## src/rtl/logicnet_input_quantizer.sv

```systemverilog
// Input feeder for the layer0 neuron array: quantizes raw features by shift-and-saturate
// and packs NUM_FEATURES codes into one vector handed downstream on valid/ready.
module logicnet_input_quantizer #(
    parameter int unsigned NUM_FEATURES = 8,
    parameter int unsigned IN_WIDTH     = 16,
    parameter int unsigned BITS         = 2,
    parameter int unsigned SHIFT        = 6
) (
    input  logic                         clk,
    input  logic                         rst,
    input  logic                         s_valid,
    output logic                         s_ready,
    input  logic [IN_WIDTH-1:0]          s_data,
    input  logic                         s_last,
    output logic                         m_valid,
    input  logic                         m_ready,
    output logic [NUM_FEATURES*BITS-1:0] m_data,
    output logic                         err_len
);

    localparam int unsigned VEC_W = NUM_FEATURES * BITS;
    localparam int unsigned IDX_W = (NUM_FEATURES > 1) ? $clog2(NUM_FEATURES) : 1;
    localparam logic [IDX_W-1:0]    LAST_IDX = IDX_W'(NUM_FEATURES - 1);
    localparam logic [IN_WIDTH-1:0] CODE_MAX = IN_WIDTH'((1 << BITS) - 1);

    typedef enum logic [1:0] {
        ST_COLLECT = 2'd0,
        ST_HOLD    = 2'd1,
        ST_DROP    = 2'd2
    } state_t;

    state_t           r_state;
    logic [IDX_W-1:0] r_idx;
    logic [VEC_W-1:0] r_asm;
    logic [VEC_W-1:0] r_m_data;
    logic             r_m_valid;
    logic             r_s_ready;
    logic             r_err_len;

    logic [IN_WIDTH-1:0] w_q;
    logic [BITS-1:0]     w_code;
    logic [VEC_W-1:0]    w_merged;
    logic                w_accept;
    logic                w_free;
    logic                w_at_last;

    // Quantize the incoming beat and form the completed vector including it.
    always_comb begin
        w_q      = s_data >> SHIFT;
        w_code   = (w_q > CODE_MAX) ? CODE_MAX[BITS-1:0] : w_q[BITS-1:0];
        w_merged = r_asm;
        w_merged[(NUM_FEATURES-1)*BITS +: BITS] = w_code;
    end

    assign w_accept  = s_valid & r_s_ready;
    assign w_free    = ~r_m_valid | m_ready;
    assign w_at_last = (r_idx == LAST_IDX);

    always_ff @(posedge clk or posedge rst) begin
        if (rst) begin
            r_state   <= ST_COLLECT;
            r_idx     <= '0;
            r_asm     <= '0;
            r_m_data  <= '0;
            r_m_valid <= 1'b0;
            r_s_ready <= 1'b0;
            r_err_len <= 1'b0;
        end else begin
            r_err_len <= 1'b0;
            r_s_ready <= 1'b1;
            // Drain by default; a load below on the same edge overrides it.
            if (r_m_valid && m_ready) begin
                r_m_valid <= 1'b0;
            end
            unique case (r_state)
                ST_COLLECT: begin
                    if (w_accept) begin
                        if (!w_at_last) begin
                            if (s_last) begin
                                r_err_len <= 1'b1;
                                r_asm     <= '0;
                                r_idx     <= '0;
                            end else begin
                                r_asm[r_idx*BITS +: BITS] <= w_code;
                                r_idx <= r_idx + IDX_W'(1);
                            end
                        end else if (s_last) begin
                            r_idx <= '0;
                            if (w_free) begin
                                r_m_data  <= w_merged;
                                r_m_valid <= 1'b1;
                            end else begin
                                r_asm     <= w_merged;
                                r_state   <= ST_HOLD;
                                r_s_ready <= 1'b0;
                            end
                        end else begin
                            r_err_len <= 1'b1;
                            r_asm     <= '0;
                            r_idx     <= '0;
                            r_state   <= ST_DROP;
                        end
                    end
                end
                ST_HOLD: begin
                    if (w_free) begin
                        r_m_data  <= r_asm;
                        r_m_valid <= 1'b1;
                        r_state   <= ST_COLLECT;
                    end else begin
                        r_s_ready <= 1'b0;
                    end
                end
                ST_DROP: begin
                    if (w_accept && s_last) begin
                        r_idx   <= '0;
                        r_state <= ST_COLLECT;
                    end
                end
                default: begin
                    r_state <= ST_COLLECT;
                    r_idx   <= '0;
                end
            endcase
        end
    end

    assign s_ready = r_s_ready;
    assign m_valid = r_m_valid;
    assign m_data  = r_m_data;
    assign err_len = r_err_len;

endmodule
```

## config.mk

```make
export PLATFORM = sky130hd
export DESIGN_NAME = logicnet_input_quantizer
export DESIGN_NICKNAME = d
export VERILOG_FILES = /design/src/rtl/logicnet_input_quantizer.sv
export SDC_FILE = /design/constraint.sdc
export NUM_CORES = 1
export LEC_CHECK = 0
export CAP_MARGIN = 25
export CELL_PAD_IN_SITES_DETAIL_PLACEMENT = 0
export CELL_PAD_IN_SITES_GLOBAL_PLACEMENT = 1
export CORE_ASPECT_RATIO = 1.5
export CORE_MARGIN = 10
export CORE_UTILIZATION = 36
export DETAILED_ROUTE_END_ITERATION = 12
export PLACE_DENSITY_LB_ADDON = 0.1
export SLEW_MARGIN = 20
export SYNTH_ARGS = -nofsm -noshare
export SYNTH_HDL_FRONTEND = slang
export SYNTH_SLANG_ARGS = --single-unit
export TNS_END_PERCENT = 10
```

## constraint.sdc

```tcl
create_clock -name clk -period 2.35 [get_ports clk]
set_input_delay 0.47 -clock clk [delete_from_list [all_inputs] [get_ports clk]]
set_output_delay 0.47 -clock clk [all_outputs]
set_load 0.05 [all_outputs]
```

# After elaboration in Yosys (flattened, before gate mapping)
# Cells that the tools add are included.
# totals
ff_bits,40
elab_cells,78
input_bits,21
out_inout_bits,19
# classes
add_sub_neg,2
muxes,40
reduce_logical,9
bitwise_logic,4
shifts,2
order_cmp,1
n_eq_ne,12
# ops
cell,n
$mux 16,9
$neg 4->34,1
$shift 2x34->16 const A,1
$shiftx 2x34->16,1
$pmux 16 s2,1
$bwmux 16,1
$mux 1,14
$mux 2,7
$ne 2x2->1 const B,7
$mux 3,4
$gt 10x2->1 const B,1
$pmux 3 s3,1
$reduce_and 3->1,3
$ne 3x3->1 const B,2
$pmux 2 s3,1
$reduce_and 6->1,1
$reduce_and 5->1,1
$pmux 1 s2,2
$add 3x1->3 const B,1
$eq 3x3->1 const B,1
$eq 2x1->1 const B,1
$eq 2x2->1 const B,1
$logic_and 1x1->1,2
$logic_not 2->1,1
4 further kinds,5

# Logic depth before layout (Yosys ltp)
# depth
word_depth,7
mapped_depth,8
depth_no_buf,7

# Worst setup path after synthesis
# Ideal clock, no wire load.
# synth_timing
path_type,flip-flop to flip-flop
from,register r_idx[0]
to,register r_asm[2]
period_less_slack_ps,2505
path_buffers,2
arrival_ps,2425
required_ps,2270
setup_slack_ps,-155
path_stages_with_launch,9
cell_sequence,dfrtp_1 ha_1 ha_1 ha_1 or4_1 buf_2 or4_1 buf_6 o22ai_2
# synth_via
elab_chain_cells,5
word_cells_on_any_way,9
classes_between,1 x add/sub; 2 x eq/ne; 2 x shift; 3 x mux; 1 x reduce/logical
# synth_lines
element,line_no,source
"start, declared",33,logic [IDX_W-1:0] r_idx;
"start signal, assigned",85,r_idx <= r_idx + IDX_W'(1);
$neg 4->34,84,r_asm[r_idx*BITS +: BITS] <= w_code;
$shiftx 2x34->16 or $shift 2x34->16 (tied branches),84,
$bwmux 16,84,
$mux 16,79,if (s_last) begin
$mux 16,78,if (!w_at_last) begin
"end signal, assigned by index",84,
"end signal, assigned",93,r_asm <= w_merged;
"end, declared",34,logic [VEC_W-1:0] r_asm;
# Parallel ways exist; a longest one is shown, timed or not.
# A chain may end at the register's enable or synchronous reset.

# Worst setup path after layout
# layout_timing
from,register r_idx[1]
to,register r_asm[2]
# The elaborated chain is that of the path after synthesis.

==> flow_summary.json <==
{
  "worst_pin_slew_ps": 508.7,
  "min_path_cells": 1,
  "dp.cells": 268,
  "gr-total-overflow": 0,
  "grt_pass1_vias": 1459,
  "reg2regPathDepth": 7,
  "start_util": 0.3659,
  "synth-seq-area-share": 0.5380,
  "critPathTopFamily": "simple AND/OR/NAND/NOR gates",
  "synth.area.top_cells": "dfrtp_1 (54%), mux2_2 (11%), ha_1 (4.0%), inv_1 (2.8%), o2bb2ai_2 (2.4%)",
  "crit_buf_inv": 1,
  "hold_viol": 0,
  "ctsHtreeMaxLevel": 2,
  "hold_ws_ps": 485.7,
  "cts_sinks": 40,
  "end_kind": "flip-flop",
  "antenna_found_initial": 0,
  "ir_worst_vdd_v": 0.0002854,
  "avgSynthCellArea_sq_um": 11.93,
  "drt_iter0_markers": 53,
  "tritoncts": "done",
  "synth_seq_cells": 40,
  "maxSlewHeadroom": 0.6598,
  "num_io_pins": 40,
  "wl_um": 3917,
  "drv_slew": 0,
  "num_vias": 1346,
  "grt_pass1_wl_um": 6865,
  "worstPathArrival_ps": 2450,
  "critPathSlowestCell": "or4_4",
  "via_per_inst": 4.877,
  "yosys.area.top_type": "dfrtp_1",
  "std_cell_rows": 32,
  "crit_chain": "ha_2 -> ha_4 -> ha_1 -> or4_4 -> or4_4 -> buf_6 -> o22ai_2",
  "period_share": 0.9534,
  "wire_per_inst_um": 14.19,
  "fill_cells": 490,
  "power_density_mw_per_mm2": 729.7,
  "postCtsSetupRepairBufs": 0,
  "run_status": "completed",
  "antenna_left": 0,
  "place_congestion": 0.8188,
  "numCtsBuffers": 5,
  "setup_tns_ps": 0,
  "cpPeakStageDelay_ps": 490,
  "drc_errors": 0,
  "grt.total_usage": 0.1004,
  "drtPass1Iterations": 4,
  "die_h_um": 108.0,
  "clock_latency_ps": 280,
  "rr_startpoint": "r_idx[1]",
  "synth_warnings": 0,
  "wl_met3_um": 276,
  "top_layer": "met4",
  "layout-drive-gt1-share": 0.2644,
  "die_w_um": 78.70,
  "grt_max_degree": 41,
  "instances_no_fill": 276,
  "reg2reg_slack_ps": 110,
  "syn_to_final_growth_pct": 34.90,
  "cp_common_cell": "or4_4",
  "synthCells": 156,
  "ys_types": 34,
  "critPathKind": "flip-flop to flip-flop",
  "min_path_type": "flip-flop to flip-flop",
  "clk_path_buf_depth": 2,
  "cp-start-kind": "flip-flop",
  "final_util": 0.4936,
  "port_buffers": 33,
  "cp.required_ps": 2560,
  "wl_met2_um": 2062,
  "min_to": "r_asm[9]",
  "antenna_cells": 0,
  "met1_length_um": 1508,
  "root_buffer": "clkbuf_8",
  "synthesis.nets": 183,
  "cap_violations": 0,
  "syn-cell-area_sq_mm": 0.001861,
  "power.total_uw": 1832,
  "place_hpwl_um": 3112,
  "worst-path-max-fanout": 7,
  "min_period_ps": 2240,
  "timing.rr.end": "r_asm[2]",
  "rsz0062_at_grt": "false",
  "p_leak_uw": 0.001127,
  "hold_start": "r_asm[9]",
  "max_freq_mhz": 446.4,
  "nets": 234,
  "finalClockSkew_ps": 3.798,
  "synth_top_area_share": 0.5380,
  "core_area_sq_mm": 0.005085,
  "clk_pin_slew_ps": 70,
  "fp.dieArea_sq_mm": 0.008503,
  "finalSetupViolations": 0
}
## power breakdown
group	switching, uW	internal, uW
logic	269	220
registers	42.4	760
clock network	226	315
## worst register-to-register path, cell delays in order (launching register included)
cell and delay (ps):
dfrtp_1 400, ha_2 200, ha_4 160, ha_1 160, or4_4 430, or4_4 490
buf_6 160, o22ai_2 150
## registers in the layout, summed over array words and instances, names as in the netlist
name	flops
m_data	16
m_valid	1
r_asm	16
s_ready	1
r_state	2
r_idx	3
err_len	1
## synthesized netlist by cell type (all sizes together)
cell,instances
clkbuf,1
a41oi,1
a311oi,1
o22ai,6
nor4,1
ha,6
nor2b,3
nand3,5
nor4b,1
a221oi,1
buf,5
a21oi,6
o2bb2ai,8
or4,5
dfrtp,40
nand2,7
nor2,7
or3,2
o21a,1
mux2i,3
nand3b,1
a31oi,2
inv,14
or2,1
and2,1
a21o,4
o21ba,1
mux2,18
nand2b,2
nor3,2
## worst max path at each step
stage               depth (start not counted)          to  slack, ps  startpoint
global route                                9   r_asm[15]         20    r_idx[0]
finish                                      7    r_asm[2]        110    r_idx[1]
detailed placement                          7  m_data[11]       -220      s_last
global placement                            7  m_data[10]       -200      s_last
floorplan                                   8    r_asm[2]         10    r_idx[0]
CTS                                         8  m_data[11]         40    r_idx[1]
## logic make-up (layout without fill, tap and decap cells)
kind of cell    Yosys count  count (layout)  share of synthesized area
buf+inv                  20              72                    0.04640
flops                    40              40                     0.5380
mux                      21              21                     0.1251
simple gates             38              38                     0.1096
fa+ha+maj                 6               6                    0.04035
compound gates           31              31                     0.1406
## cell usage in the layout, fill, tap and decap left out, drive strengths merged, types with 2 or more instances in the layout
cell type,synthesis,routed
a21o,4,4
a21oi,6,6
a31oi,2,2
buf,5,17
clkbuf,1,6
clkdlybuf4s50,0,33
dfrtp,40,40
ha,6,6
inv,14,14
mux2,18,18
mux2i,3,3
nand2,7,7
nand2b,2,2
nand3,5,5
nor2,7,7
nor2b,3,3
nor3,2,2
o22ai,6,6
o2bb2ai,8,8
or3,2,2
or4,5,5
## metal layers
layer | global-route usage | vias to the layer above
li1 | - | 659
met1 | 0.1022 | 653
met2 | 0.1775 | 29
met3 | 0.04319 | 5
met4 | 0.03856 | 0
met5 | 0 | -
## per-stage QoR
step,area [sq um],setup slack (ps)
6_report,2510,109.6
5_1_grt,2510,16.98
4_1_cts,2492,44.77
3_5_place_dp,2385,-217.6
3_3_place_gp,2385,-204.9
2_1_floorplan,1882,12.35
## final cells by class
type,instances,area (sq um),area share
clock buffer,6,72.57,0.02891
inverter,14,52.55,0.02094
timing repair buffer,50,465.4,0.1854
sequential,40,1001,0.3988
multi-input combinational,96,798.3,0.3180
clock inverter,2,35.03,0.01396
tap,68,85.08,0.03390
## repair_timing
item                       CTS  global route
setup endpoints to repair    0            16
resized for setup            0             5
hold buffers                 0             0
No activity file was read; power rests on OpenSTA's default activity.
